## src/rtl/enc_pkg.sv

```systemverilog
// Shared types and field positions for the 9-bit machine-code write path.
//   enc_kind_t : which packing layout applies to a decoded field bundle
//   state_t    : loader session state
package enc_pkg;

    localparam int unsigned OP_W   = 3;
    localparam int unsigned WORD_W = 9;

    // Opcode always occupies the top three bits of the word.
    localparam int unsigned OP_MSB = 8;
    localparam int unsigned OP_LSB = 6;

    typedef enum logic [1:0] {
        KindReg    = 2'd0,
        KindAdd    = 2'd1,
        KindShift  = 2'd2,
        KindBranch = 2'd3
    } enc_kind_t;

    typedef enum logic [1:0] {
        StIdle  = 2'd0,
        StLoad  = 2'd1,
        StFlush = 2'd2,
        StDone  = 2'd3
    } state_t;

endpackage

```

## src/rtl/instr_field_packer.sv

```systemverilog
// Combinational packer: decoded instruction fields -> 9-bit machine word.
// The layout is the exact inverse of the register-select decode.
// Ports:
//   kind    : layout selector (REG/ADD/SHIFT/BRANCH)
//   op      : opcode, always word[8:6]
//   ra      : reg A (bit 3 meaningful only for ADD)
//   rb      : reg B / branch flag select
//   imm     : immediate, interpretation depends on kind
//   word    : packed machine code
//   illegal : a field carried bits the layout cannot represent
module instr_field_packer
    import enc_pkg::*;
(
    input  enc_kind_t          kind,
    input  logic [OP_W-1:0]    op,
    input  logic [3:0]         ra,
    input  logic [2:0]         rb,
    input  logic [4:0]         imm,
    output logic [WORD_W-1:0]  word,
    output logic               illegal
);

    always_comb begin
        word    = '0;
        illegal = 1'b0;
        word[OP_MSB:OP_LSB] = op;
        unique case (kind)
            KindReg: begin
                word[5:3] = ra[2:0];
                word[2:0] = rb;
                // Only 8 registers are addressable in this layout.
                illegal   = ra[3];
            end
            KindAdd: begin
                word[5:2] = ra;
                word[1:0] = imm[1:0];
            end
            KindShift: begin
                word[5:4] = imm[2:1];
                word[3:1] = rb;
                word[0]   = imm[0];
            end
            KindBranch: begin
                word[5:1] = imm;
                word[0]   = rb[0];
                // Only flag selects 0/1 are encodable.
                illegal   = |rb[2:1];
            end
            default: begin
                word    = '0;
                illegal = 1'b0;
            end
        endcase
    end

endmodule

```

## src/rtl/instr_encoder_loader.sv

```systemverilog
// Loader write side: accepts field bundles over valid/ready, packs each into a
// 9-bit word and writes consecutive instruction-memory slots from start_addr.
// Ports:
//   Clk, Reset_n          : clock, asynchronous active-low reset
//   start/start_addr/num_instr : begin a session (only honoured when idle)
//   in_valid/in_ready     : bundle handshake; ready only while loading
//   in_kind..in_imm       : decoded instruction fields
//   im_we/im_addr/im_wdata: registered instruction-memory write port
//   busy                  : session in progress (load or flush)
//   done                  : one-cycle pulse after the final write
//   err                   : sticky, an illegal bundle was seen this session
module instr_encoder_loader
    import enc_pkg::*;
#(
    parameter  int unsigned DEPTH = 512,
    localparam int unsigned AW    = $clog2(DEPTH)
) (
    input  logic               Clk,
    input  logic               Reset_n,
    input  logic               start,
    input  logic [AW-1:0]      start_addr,
    input  logic [AW:0]        num_instr,
    input  logic               in_valid,
    output logic               in_ready,
    input  enc_kind_t          in_kind,
    input  logic [OP_W-1:0]    in_op,
    input  logic [3:0]         in_ra,
    input  logic [2:0]         in_rb,
    input  logic [4:0]         in_imm,
    output logic               im_we,
    output logic [AW-1:0]      im_addr,
    output logic [WORD_W-1:0]  im_wdata,
    output logic               busy,
    output logic               done,
    output logic               err
);

    localparam logic [AW:0]   RemOne  = {{AW{1'b0}}, 1'b1};
    localparam logic [AW-1:0] AddrOne = {{(AW-1){1'b0}}, 1'b1};
    localparam logic [AW-1:0] AddrMax = AW'(DEPTH - 1);

    state_t              state_q, state_d;
    logic [AW-1:0]       addr_q, addr_d;
    logic [AW:0]         remaining_q, remaining_d;
    logic                we_q, we_d;
    logic [AW-1:0]       waddr_q, waddr_d;
    logic [WORD_W-1:0]   wdata_q, wdata_d;
    logic                err_q, err_d;

    logic [WORD_W-1:0]   packed_word;
    logic                packed_illegal;
    logic                transfer;

    instr_field_packer u_packer (
        .kind    (in_kind),
        .op      (in_op),
        .ra      (in_ra),
        .rb      (in_rb),
        .imm     (in_imm),
        .word    (packed_word),
        .illegal (packed_illegal)
    );

    // Ready is a pure decode of registered state, so there is no path from in_valid.
    assign in_ready = (state_q == StLoad);
    assign transfer = in_valid && in_ready;

    always_comb begin
        state_d     = state_q;
        addr_d      = addr_q;
        remaining_d = remaining_q;
        we_d        = 1'b0;
        waddr_d     = waddr_q;
        wdata_d     = wdata_q;
        err_d       = err_q;

        unique case (state_q)
            StIdle: begin
                if (start) begin
                    err_d       = 1'b0;
                    addr_d      = start_addr;
                    remaining_d = num_instr;
                    state_d     = (num_instr == '0) ? StDone : StLoad;
                end
            end
            StLoad: begin
                if (transfer) begin
                    we_d        = 1'b1;
                    waddr_d     = addr_q;
                    wdata_d     = packed_word;
                    err_d       = err_q | packed_illegal;
                    addr_d      = (addr_q == AddrMax) ? '0 : addr_q + AddrOne;
                    remaining_d = remaining_q - RemOne;
                    if (remaining_q == RemOne) begin
                        state_d = StFlush;
                    end
                end
            end
            // The last word is on the write port during this cycle.
            StFlush: state_d = StDone;
            StDone:  state_d = StIdle;
            default: state_d = StIdle;
        endcase
    end

    always_ff @(posedge Clk or negedge Reset_n) begin
        if (!Reset_n) begin
            state_q     <= StIdle;
            addr_q      <= '0;
            remaining_q <= '0;
            we_q        <= 1'b0;
            waddr_q     <= '0;
            wdata_q     <= '0;
            err_q       <= 1'b0;
        end else begin
            state_q     <= state_d;
            addr_q      <= addr_d;
            remaining_q <= remaining_d;
            we_q        <= we_d;
            waddr_q     <= waddr_d;
            wdata_q     <= wdata_d;
            err_q       <= err_d;
        end
    end

    assign im_we    = we_q;
    assign im_addr  = waddr_q;
    assign im_wdata = wdata_q;
    assign busy     = (state_q == StLoad) || (state_q == StFlush);
    assign done     = (state_q == StDone);
    assign err      = err_q;

endmodule

```

## config.mk

```make
export PLATFORM = sky130hd
export DESIGN_NAME = instr_encoder_loader
export DESIGN_NICKNAME = d
export VERILOG_FILES = /design/src/rtl/enc_pkg.sv /design/src/rtl/instr_field_packer.sv /design/src/rtl/instr_encoder_loader.sv
export SDC_FILE = /design/constraint.sdc
export NUM_CORES = 1
export LEC_CHECK = 0
export CAP_MARGIN = 0
export CORE_ASPECT_RATIO = 1.1
export CORE_MARGIN = 2
export CORE_UTILIZATION = 44
export DETAILED_ROUTE_END_ITERATION = 7
export MAX_ROUTING_LAYER = met4
export PLACE_DENSITY = 0.71
export SLEW_MARGIN = 20
export SYNTH_ARGS = -nofsm -noshare
export SYNTH_HDL_FRONTEND = slang
export SYNTH_HIERARCHICAL = 1
export SYNTH_SLANG_ARGS = --single-unit
```

## constraint.sdc

```tcl
create_clock -name Clk -period 3.3 [get_ports Clk]
set_clock_uncertainty 0.2 [all_clocks]
set_input_delay 0.825 -clock Clk [delete_from_list [all_inputs] [get_ports Clk]]
set_output_delay 0.825 -clock Clk [all_outputs]
set_load 0.005 [all_outputs]
```

==> metrics.md, run 1 <==
| Metric | Value |
|---|---|
| Via count | `2,023` |
| Sum of net half-perimeters after detailed placement | `3940 µm` |
| Clk pwr share | `0.182` |
| Cell Chain, Critical Path | `inv_1, ha_1, clkdlybuf4s50_1` |
| Clock slew at reported path FFs | `0.08 ns` |
| Count of flip-flops with a built-in enable after synthesis | `0` |
| Endpoint class of the critical path | `output pin` |
| Worst-skew pair later-pin latency | `0.30 ns` |
| Cells resized by post-CTS repair | `0` |
| Final design utilization | `0.601` |
| Most common cell in the netlist | `sky130_fd_sc_hd__dfrtp_1` |
| Total count of max-transition violations in the final report | `0` |
| Worst reg2reg path depth | `9` |
| Launching point of the worst reg2reg path | `addr_q[0]$_DFFE_PN0P_` |
| First-pass DRT Iterations | `5` |
| Data required time of the critical path | `2.27 ns` |
| Worst max-slew margin expressed relative to the limit | `0.398` |
| Power density over the cells | `847 mW/mm²` |
| H-tree levels | `2` |
| Worst setup endpoint | `in_ready` |
| Setup Buffers After CTS | `0` |
| Post-layout nets | `354` |
| Total of flip-flops plus latches after synthesis | `41` |
| Fraction of final layout cells sized beyond drive strength 1 | `0.120` |
| Post-synth top area share | `0.428` |
| Sequential fraction of the synthesis area | `0.428` |
| WS Path Type | `register to output pin` |
| Cell types with the largest area share after synthesis | `sky130_fd_sc_hd__dfrtp_1 (43%), sky130_fd_sc_hd__mux2_2 (8.0%), sky130_fd_sc_hd__ha_1 (7.3%)` |
| Clock period minus final worst setup slack | `2.80 ns` |
| R2R Setup Slk | `0.77 ns` |
| Longest individual stage delay on the worst path | `0.57 ns` |
| Predominant post-synthesis flop cell | `sky130_fd_sc_hd__dfrtp_1` |
| Pin count of the biggest net entering global routing | `42` |
| Count of endpoints failing hold in the final timing report | `0` |
| Switching component of the power | `961 µW` |
| Number of synthesis warnings | `6` |
| Clock sink total | `41` |
| Initial Util | `0.450` |
| Worst setup SP type | `register` |
| Area of the mapped netlist | `0.00240 mm²` |
| Wire length of the first global-routing pass | `8480 µm` |
| DRT iter0 DRCs | `112` |
| Cell types with the highest counts after synthesis | `sky130_fd_sc_hd__dfrtp_1 (41), sky130_fd_sc_hd__nand2_1 (23), sky130_fd_sc_hd__inv_1 (18)` |
| Sequential share of power | `0.346` |
| Type of the worst min-delay path | `register to register` |
| Switching share of power | `0.355` |
| Combinational Power Share | `0.472` |
| Fin Setup TNS | `0 ns` |
| Detail Route Antenna Nets | `0` |
| Worst setup path startpoint | `state_q[1]$_DFFE_PN0P_` |
| Internal power component | `1750 µW` |
| IR Drop Worst-Case VDD | `0.572 mV` |
| Hold_ws | `0.294 ns` |
| Max-cap violations | `0` |
| Gate count after technology mapping | `239` |
| Clock tree from TritonCTS | `yes` |
| Via density per instance | `5.38` |
| Mean area per synthesized cell | `10.0 µm²` |
| Number of placement rows | `28` |
| Total buffers and inverters traversed by the critical path | `2` |
| Clock tree root driver cell | `sky130_fd_sc_hd__clkbuf_8` |
| Routability congestion estimate | `0.882` |
| Net count after synthesis | `293` |
| Average wire per cell in the routed design | `14.0 µm` |
| Syn-to-layout area delta | `33.5%` |
| Kind of cell with the highest combined delay on the critical path | `buffers and inverters` |
| Number of library cell types mapped by synthesis | `44` |
| Top achievable clock speed | `357 MHz` |
| Overall overflow remaining after global route | `0` |
| Largest fanout of any net on the critical path | `7` |
| Placeable core region | `0.00533 mm²` |
| Post-synthesis cell type with the largest combined area | `sky130_fd_sc_hd__dfrtp_1` |
| Total leakage power | `0.00137 µW` |
| Data arrival at the endpoint of the critical path | `1.77 ns` |
| Final setup viols | `0` |
| Number of antenna violations at the first check in global routing | `0` |
| Full die area | `0.00605 mm²` |
| Standard cell with the maximum stage delay on the critical path | `sky130_fd_sc_hd__clkdlybuf4s50_1` |
| Transition at the pin with the smallest max-transition slack | `0.903 ns` |
| Number of design rule violations left after detail routing | `0` |
| Vias in the first global route | `1,855` |
| Horiz. Die Dim | `74.4 µm` |
| Total global routing track utilization | `0.190` |
| Number of logic stages on the critical path including buffering | `3` |
| Maximum buffer depth of the clock tree | `2` |
| Diodes inserted | `0` |
| Async set-reset flop share out of synthesis | `1.00` |
| Aggregate routed wire length | `5270 µm` |
| Cts hold-fix bufs | `0` |
| Status | `finished clean` |
| Vertical die dimension | `81.4 µm` |
| Fraction of the cycle the final worst path needs | `0.848` |
| RSZ-0062 raised after global routing | `false` |
| Critical register-to-register path endpoint | `addr_q[7]$_DFFE_PN0P_` |
| Number of clock buffers inserted by TritonCTS | `5` |
| Buffers on Ports | `62` |
| Top-level I/O count | `63` |
power groups by stage:
stage          clock [µW]  combinational (µW)  sequential (µW)
5_1_grt               526                1420              976
3_3_place_gp            0                1260              942
3_5_place_dp            0                1290              946
2_1_floorplan           0                 804              915
4_1_cts               502                1300              937
6_report              493                1280              937
cell type report:
| cell class | count | area [µm²] |
|---|---|---|
| flip-flops and latches | 41 | 1030 |
| well taps | 75 | 93.8 |
| fillers | 482 | 2130 |
| repair buffers | 66 | 646 |
| clock buffers | 5 | 68.8 |
| clock inverters | 3 | 68.8 |
| inverters | 18 | 67.6 |
| multi-input cells | 168 | 1230 |
kinds of logic after synthesis:
logic type                 Yosys count  synth area share
DFF                                 41             0.428
buffers and inverters               30            0.0595
AOI/OAI and AO/OA                   55             0.158
muxes                               27             0.122
adders and majority gates           14            0.0731
and+or+nand+nor                     72             0.159
layout by cell type (no fill, tap or decap), types with 3 or more instances in the layout:
cell type / netlist / final
sky130_fd_sc_hd__clkdlybuf4s50_1: 0 / 61
sky130_fd_sc_hd__dfrtp_1: 41 / 41
sky130_fd_sc_hd__nand2_1: 23 / 23
sky130_fd_sc_hd__inv_1: 18 / 18
sky130_fd_sc_hd__mux2_2: 17 / 17
sky130_fd_sc_hd__o21ai_0: 15 / 15
sky130_fd_sc_hd__ha_1: 14 / 14
sky130_fd_sc_hd__nor2_1: 12 / 12
sky130_fd_sc_hd__a21oi_1: 10 / 10
sky130_fd_sc_hd__mux2i_1: 10 / 10
sky130_fd_sc_hd__o22ai_1: 6 / 6
sky130_fd_sc_hd__nor3_1: 5 / 5
sky130_fd_sc_hd__clkbuf_8: 0 / 5
sky130_fd_sc_hd__a222oi_1: 5 / 5
sky130_fd_sc_hd__nand4_1: 4 / 4
sky130_fd_sc_hd__nor4_1: 4 / 4
sky130_fd_sc_hd__buf_4: 3 / 4
sky130_fd_sc_hd__nand3_1: 3 / 3
sky130_fd_sc_hd__nand2b_1: 3 / 3
sky130_fd_sc_hd__a2bb2oi_1: 3 / 3
sky130_fd_sc_hd__o211ai_1: 3 / 3
sky130_fd_sc_hd__nor3b_1: 3 / 3
state kept, by name, indices dropped and copies added, names as in the netlist:
name	flops
im_addr	9
err	1
state_q	2
im_we	1
im_wdata	9
remaining_q	10
addr_q	9
worst min path at each step:
stage,cells past startpoint,slack [ns],startpoint,to
2_1_floorplan,2,0.27,im_addr[7]$_DFFE_PN0P_,im_addr[7]$_DFFE_PN0P_
3_3_place_gp,2,0.27,im_addr[7]$_DFFE_PN0P_,im_addr[7]$_DFFE_PN0P_
3_5_place_dp,2,0.28,im_addr[7]$_DFFE_PN0P_,im_addr[7]$_DFFE_PN0P_
4_1_cts,2,0.30,im_addr[7]$_DFFE_PN0P_,im_addr[7]$_DFFE_PN0P_
5_1_grt,1,0.32,im_wdata[7]$_DFFE_PN0P_,im_wdata[7]$_DFFE_PN0P_
6_report,2,0.29,im_addr[7]$_DFFE_PN0P_,im_addr[7]$_DFFE_PN0P_
worst reg2reg max path: stages (launching register included):
cell and delay (ns):
sky130_fd_sc_hd__dfrtp_1 0.42, sky130_fd_sc_hd__ha_1 0.25, sky130_fd_sc_hd__and3_1 0.23, sky130_fd_sc_hd__nand3_1 0.12, sky130_fd_sc_hd__nor2_1 0.06, sky130_fd_sc_hd__ha_1 0.17, sky130_fd_sc_hd__nand2b_4 0.17, sky130_fd_sc_hd__nor3_1 0.53
sky130_fd_sc_hd__a21oi_1 0.17, sky130_fd_sc_hd__o211ai_2 0.16
routing by layer:
metal / up-vias / share of wire / track usage
li1: 989 / - / -
met1: 960 / 0.47 / 0.253
met2: 65 / 0.45 / 0.278
met3: 9 / 0.067 / 0.0509
met4: 0 / 0.016 / 0.0732
met5: - / 0 / -
metrics by stage:
step / worst slack (ns) / total power (µW) / area [µm²] / instances
global route: 0.380 / 2920 / 3200 / 376
finish: 0.501 / 2710 / 3200 / 376
floorplan: 1.03 / 1720 / 2400 / 239
global placement: 0.524 / 2200 / 3060 / 368
CTS: 0.464 / 2740 / 3200 / 376
detailed placement: 0.442 / 2240 / 3060 / 368
Note: power is estimated with default switching activity, not from simulation.
==> run 2, diff against run 1 <==
--- a/config.mk
+++ b/config.mk
@@ -11,7 +11,7 @@
 export CORE_UTILIZATION = 44
 export DETAILED_ROUTE_END_ITERATION = 7
 export MAX_ROUTING_LAYER = met4
-export PLACE_DENSITY = 0.71
+export PLACE_DENSITY = 0.74
 export SLEW_MARGIN = 20
 export SYNTH_ARGS = -nofsm -noshare
 export SYNTH_HDL_FRONTEND = slang
==> constraint.sdc (replaced) <==
create_clock -name Clk -period 2.41 [get_ports Clk]
set_clock_uncertainty 0.2 [all_clocks]
set_input_delay 0.6025 -clock Clk [delete_from_list [all_inputs] [get_ports Clk]]
set_output_delay 0.6025 -clock Clk [all_outputs]
set_load 0.005 [all_outputs]
==> metrics.md, run 2 (synthesized netlist as in run 1, its figures left out) <==
| Metric | Value |
|---|---|
| Pin count of the biggest net entering global routing | `35` |
| Via density per instance | `5.40` |
| Switching share of power | `0.351` |
| Clock tree root driver cell | `sky130_fd_sc_hd__clkbuf_8` |
| Total count of max-transition violations in the final report | `0` |
| Vias in the first global route | `2,005` |
| Sequential share of power | `0.325` |
| Clock tree from TritonCTS | `yes` |
| Status | `finished clean` |
| Overall overflow remaining after global route | `0` |
| Register containing the most flip-flops in the final layout | `remaining_q` |
| Total leakage power | `0.00145 µW` |
| Fin Setup TNS | `0 ns` |
| Flip-flop count of the largest register, all copies and words added | `10` |
| Area occupied by multi-input gates | `0.00126 mm²` |
| Endpoint class of the critical path | `output pin` |
| Top achievable clock speed | `426 MHz` |
| Number of design rule violations left after detail routing | `0` |
| Initial Util | `0.450` |
| Switching component of the power | `1390 µW` |
| Aggregate routed wire length | `5720 µm` |
| Total buffers and inverters traversed by the critical path | `2` |
| Placeable core region | `0.00533 mm²` |
| Total of fill cells in the finished design | `461` |
| Kind of cell with the highest combined delay on the critical path | `buffers and inverters` |
| Data required time of the critical path | `1.61 ns` |
| Sum of net half-perimeters after detailed placement | `4260 µm` |
| Syn-to-layout area delta | `40.7%` |
| DRT iter0 DRCs | `144` |
| Count of endpoints failing hold in the final timing report | `0` |
| Fraction of the cycle the final worst path needs | `0.973` |
| Worst max-slew margin expressed relative to the limit | `0.488` |
| Cts hold-fix bufs | `0` |
| Average wire per cell in the routed design | `14.6 µm` |
| IR Drop Worst-Case VDD | `0.805 mV` |
| Longest individual stage delay on the worst path | `0.49 ns` |
| Maximum buffer depth of the clock tree | `2` |
| Via count | `2,121` |
| Transition at the pin with the smallest max-transition slack | `0.768 ns` |
| Type of the worst min-delay path | `input port to asynchronous set/reset pin` |
| Wire length of the first global-routing pass | `9070 µm` |
| Largest fanout of any net on the critical path | `4` |
| WS Path Type | `register to output pin` |
| Top-level I/O count | `63` |
| Fraction of final layout cells sized beyond drive strength 1 | `0.189` |
| Clock slew at reported path FFs | `0.09 ns` |
| Internal power component | `2570 µW` |
| Buffers on Ports | `62` |
| Data arrival at the endpoint of the critical path | `1.54 ns` |
| Total global routing track utilization | `0.201` |
| Full die area | `0.00605 mm²` |
| Cell Chain, Critical Path | `inv_2, ha_4, clkdlybuf4s50_1` |
| Max-cap violations | `0` |
| First-pass DRT Iterations | `6` |
| Number of clock buffers inserted by TritonCTS | `5` |
| Most frequent cells in the layout | `sky130_fd_sc_hd__clkdlybuf4s50_1 (61), sky130_fd_sc_hd__dfrtp_1 (40), sky130_fd_sc_hd__nand2_1 (23)` |
| Post-route total power | `3950 µW` |
| Final setup viols | `0` |
| Worst setup SP type | `register` |
| Combinational Power Share | `0.505` |
| Hold_ws | `0.167 ns` |
| Diodes inserted | `0` |
| Number of placement rows | `28` |
| Clock period minus final worst setup slack | `2.35 ns` |
| Routability congestion estimate | `0.901` |
| Post-layout nets | `371` |
| Vertical die dimension | `81.4 µm` |
| Standard cell with the maximum stage delay on the critical path | `sky130_fd_sc_hd__clkdlybuf4s50_1` |
| Number of antenna violations at the first check in global routing | `0` |
| Worst-skew pair later-pin latency | `0.30 ns` |
| Detail Route Antenna Nets | `0` |
| Clock sink total | `41` |
| Horiz. Die Dim | `74.4 µm` |
| Total area of sequential cells | `0.00103 mm²` |
| RSZ-0062 raised after global routing | `false` |
| Clk pwr share | `0.171` |
| Power density over the cells | `1170 mW/mm²` |
| Most common cell after layout, fill and taps aside | `sky130_fd_sc_hd__clkdlybuf4s50_1` |
| H-tree levels | `2` |
==> run 2: per-layer routing <==
metal,up-vias,part of all wire,GRT usage
li1,1023,-,-
met2,64,0.49,0.319
met5,-,0,-
met4,0,0.013,0.0750
met1,1028,0.44,0.249
met3,6,0.054,0.0459
==> run 2: power by group through the flow <==
stage | clock network (µW) | registers [µW] | logic [µW]
detailed placement | 0 | 1290 | 1930
finish | 674 | 1280 | 2000
CTS | 684 | 1280 | 1940
global route | 710 | 1330 | 2200
floorplan | 0 | 1250 | 1100
global placement | 0 | 1270 | 1880
==> run 2: final timing paths <==
check	startpoint	to	cells after the start	slack, ns
setup / recovery	state_q[1]$_DFFE_PN0P_	busy	3	0.06
hold / removal	Reset_n	im_addr[4]$_DFFE_PN0P_	1	0.17
setup reg to reg	addr_q[0]$_DFFE_PN0P_	addr_q[7]$_DFFE_PN0P_	9	0.10
hold reg to reg	im_addr[7]$_DFFE_PN0P_	im_addr[7]$_DFFE_PN0P_	2	0.29
max in group asynchronous	Reset_n	im_wdata[7]$_DFFE_PN0P_	2	1.25
min in group Clk	im_addr[7]$_DFFE_PN0P_	im_addr[7]$_DFFE_PN0P_	2	0.29
==> run 2: through the flow <==
stage	util	instance area (µm²)	instances	setup slack [ns]
after global routing	0.633	3370	393	0.0220
final	0.633	3370	393	0.0650
after floorplan	-	2400	239	0.145
after detailed placement	0.598	3190	383	-0.169
after CTS	0.625	3330	391	0.00233
after global placement	0.598	3190	383	-0.0743
==> run 2: layout make-up <==
cell class	instances	area share
timing repair buffer	83	0.233
clock buffer	5	0.0204
sequential	41	0.305
tap	75	0.0278
multi-input combinational	168	0.374
clock inverter	3	0.0204
inverter	18	0.0200
==> run 2: repair_timing <==
item / 4_1_cts / 5_1_grt
buffers inserted: 0 / 2
setup endpoints to repair: 1 / 3
resized for setup: 2 / 6
==> run 2: worst register-to-register path: stages, from the launching register on <==
cell                       delay [ns]
sky130_fd_sc_hd__dfrtp_1         0.39
sky130_fd_sc_hd__ha_2            0.20
sky130_fd_sc_hd__and3_1          0.19
sky130_fd_sc_hd__nand3_1         0.11
sky130_fd_sc_hd__nor2_1          0.07
sky130_fd_sc_hd__ha_1            0.18
sky130_fd_sc_hd__nand2b_4        0.14
sky130_fd_sc_hd__or3_4           0.35
sky130_fd_sc_hd__or3_4           0.34
sky130_fd_sc_hd__o211ai_2        0.07
==> run 3, diff against run 2 <==
--- a/config.mk
+++ b/config.mk
@@ -7,7 +7,7 @@
 export LEC_CHECK = 0
 export CAP_MARGIN = 0
 export CORE_ASPECT_RATIO = 1.1
-export CORE_MARGIN = 2
+export CORE_MARGIN = 3
 export CORE_UTILIZATION = 44
 export DETAILED_ROUTE_END_ITERATION = 7
 export MAX_ROUTING_LAYER = met4
==> metrics.md, run 3 (synthesized netlist as in run 1, its figures left out) <==
| Metric | Value |
|---|---|
| Status | `finished clean` |
| Sum of net half-perimeters after detailed placement | `4150 µm` |
| Clock sink total | `41` |
| Area occupied by multi-input gates | `0.00124 mm²` |
| Detail Route Antenna Nets | `0` |
| Buffers on Ports | `62` |
| Power density over the cells | `1120 mW/mm²` |
| Diodes inserted | `0` |
| Average wire per cell in the routed design | `14.3 µm` |
| Wire length of the first global-routing pass | `9750 µm` |
| Via count | `2,117` |
| Full die area | `0.00637 mm²` |
| Final setup viols | `0` |
| Worst setup SP type | `register` |
| Aggregate routed wire length | `5530 µm` |
| Post-layout nets | `367` |
| Syn-to-layout area delta | `36.6%` |
| Placeable core region | `0.00513 mm²` |
| Clock period minus final worst setup slack | `2.30 ns` |
| WS Path Type | `register to register` |
| Clock tree root driver cell | `sky130_fd_sc_hd__clkbuf_8` |
| DRT iter0 DRCs | `116` |
| Total area of sequential cells | `0.00103 mm²` |
| Top achievable clock speed | `435 MHz` |
| Vertical die dimension | `83.4 µm` |
| IR Drop Worst-Case VDD | `0.660 mV` |
| Fraction of final layout cells sized beyond drive strength 1 | `0.172` |
| Worst max-slew margin expressed relative to the limit | `0.652` |
| Flip-flop count of the largest register, all copies and words added | `10` |
| Initial Util | `0.467` |
| Total leakage power | `0.00142 µW` |
| Number of antenna violations at the first check in global routing | `0` |
| Total count of max-transition violations in the final report | `0` |
| Number of clock buffers inserted by TritonCTS | `5` |
| Routability congestion estimate | `0.840` |
| Data arrival at the endpoint of the critical path | `2.32 ns` |
| Number of placement rows | `27` |
| Max-cap violations | `0` |
| H-tree levels | `2` |
| Fin worst setup slack | `0.110 ns` |
| Top-level I/O count | `63` |
| Number of design rule violations left after detail routing | `0` |
| Fraction of the cycle the final worst path needs | `0.954` |
| Maximum buffer depth of the clock tree | `2` |
| Largest fanout of any net on the critical path | `4` |
| Overall overflow remaining after global route | `0` |
| Horiz. Die Dim | `76.4 µm` |
| Register containing the most flip-flops in the final layout | `remaining_q` |
| Clock slew at reported path FFs | `0.08 ns` |
| First-pass DRT Iterations | `6` |
| Clock tree from TritonCTS | `yes` |
| Most common cell after layout, fill and taps aside | `sky130_fd_sc_hd__clkdlybuf4s50_1` |
| Worst-skew pair later-pin latency | `0.29 ns` |
| Vias in the first global route | `2,118` |
| Cts hold-fix bufs | `0` |
| Via density per instance | `5.48` |
| Pre-CTS setup slack | `-0.0842 ns` |
| Post-route total power | `3660 µW` |
| Count of endpoints failing hold in the final timing report | `0` |
| Transition at the pin with the smallest max-transition slack | `0.522 ns` |
| RSZ-0062 raised after global routing | `false` |
| Total of fill cells in the finished design | `448` |
| Pin count of the biggest net entering global routing | `42` |
| Endpoint class of the critical path | `register` |
| Most frequent cells in the layout | `sky130_fd_sc_hd__clkdlybuf4s50_1 (60), sky130_fd_sc_hd__dfrtp_1 (40), sky130_fd_sc_hd__nand2_1 (23)` |
| Total global routing track utilization | `0.190` |
| Data required time of the critical path | `2.43 ns` |
| Type of the worst min-delay path | `input port to asynchronous set/reset pin` |
-- run 3: per-stage QoR --
stage          hold WS [ns]  utilization  instances  TNS, ns  instance area [µm²]
2_1_floorplan         0.107            -        239        0                 2400
3_3_place_gp          0.270        0.615        377   -0.136                 3160
3_5_place_dp          0.276        0.615        377   -0.256                 3160
4_1_cts               0.177        0.633        385        0                 3250
5_1_grt               0.208        0.637        386        0                 3270
6_report              0.166        0.637        386        0                 3270
-- run 3: per-layer routing --
layer,up-vias,routed length [µm],track usage
met5,-,0,-
met4,0,78,0.0593
met3,7,413,0.0456
met2,71,2660,0.299
met1,1015,2370,0.244
li1,1024,-,-
-- run 3: critical path, stage by stage, from the launching register on --
cell and delay, ns:
sky130_fd_sc_hd__dfrtp_1 0.40, sky130_fd_sc_hd__ha_2 0.20, sky130_fd_sc_hd__and3_1 0.19, sky130_fd_sc_hd__nand3_1 0.11, sky130_fd_sc_hd__nor2_1 0.06, sky130_fd_sc_hd__ha_1 0.17, sky130_fd_sc_hd__nand2b_4 0.13, sky130_fd_sc_hd__or3_4 0.34
sky130_fd_sc_hd__or3_1 0.34, sky130_fd_sc_hd__o211ai_2 0.07
-- run 3: timing repair --
| item | in CTS | in global routing |
|---|---|---|
| buffers inserted | 0 | 1 |
| resized for setup | 1 | 7 |
| endpoints found under the setup margin | 1 | 5 |
-- run 3: worst paths after layout --
kind	from	to	slack [ns]	depth (start not counted)
min reg2reg	im_addr[7]$_DFFE_PN0P_	im_addr[7]$_DFFE_PN0P_	0.29	2
max reg2reg	addr_q[0]$_DFFE_PN0P_	addr_q[7]$_DFFE_PN0P_	0.11	9
min	Reset_n	im_addr[4]$_DFFE_PN0P_	0.17	2
min in group Clk	im_addr[7]$_DFFE_PN0P_	im_addr[7]$_DFFE_PN0P_	0.29	2
max in group asynchronous	Reset_n	state_q[0]$_DFFE_PN0P_	1.46	2
max	addr_q[0]$_DFFE_PN0P_	addr_q[7]$_DFFE_PN0P_	0.11	9
-- run 3: final cells by class --
type | instances | area share
multi-input combinational | 168 | 0.380
sequential | 41 | 0.314
clock inverter | 3 | 0.00535
tap | 72 | 0.0275
clock buffer | 5 | 0.0210
timing repair buffer | 79 | 0.232
inverter | 18 | 0.0207
-- run 3: power by group --
group	internal [µW]	leakage [µW]	switching [µW]
combinational	1100	0.000869	843
clock	200	0.0000439	233
sequential	1020	0.000503	269
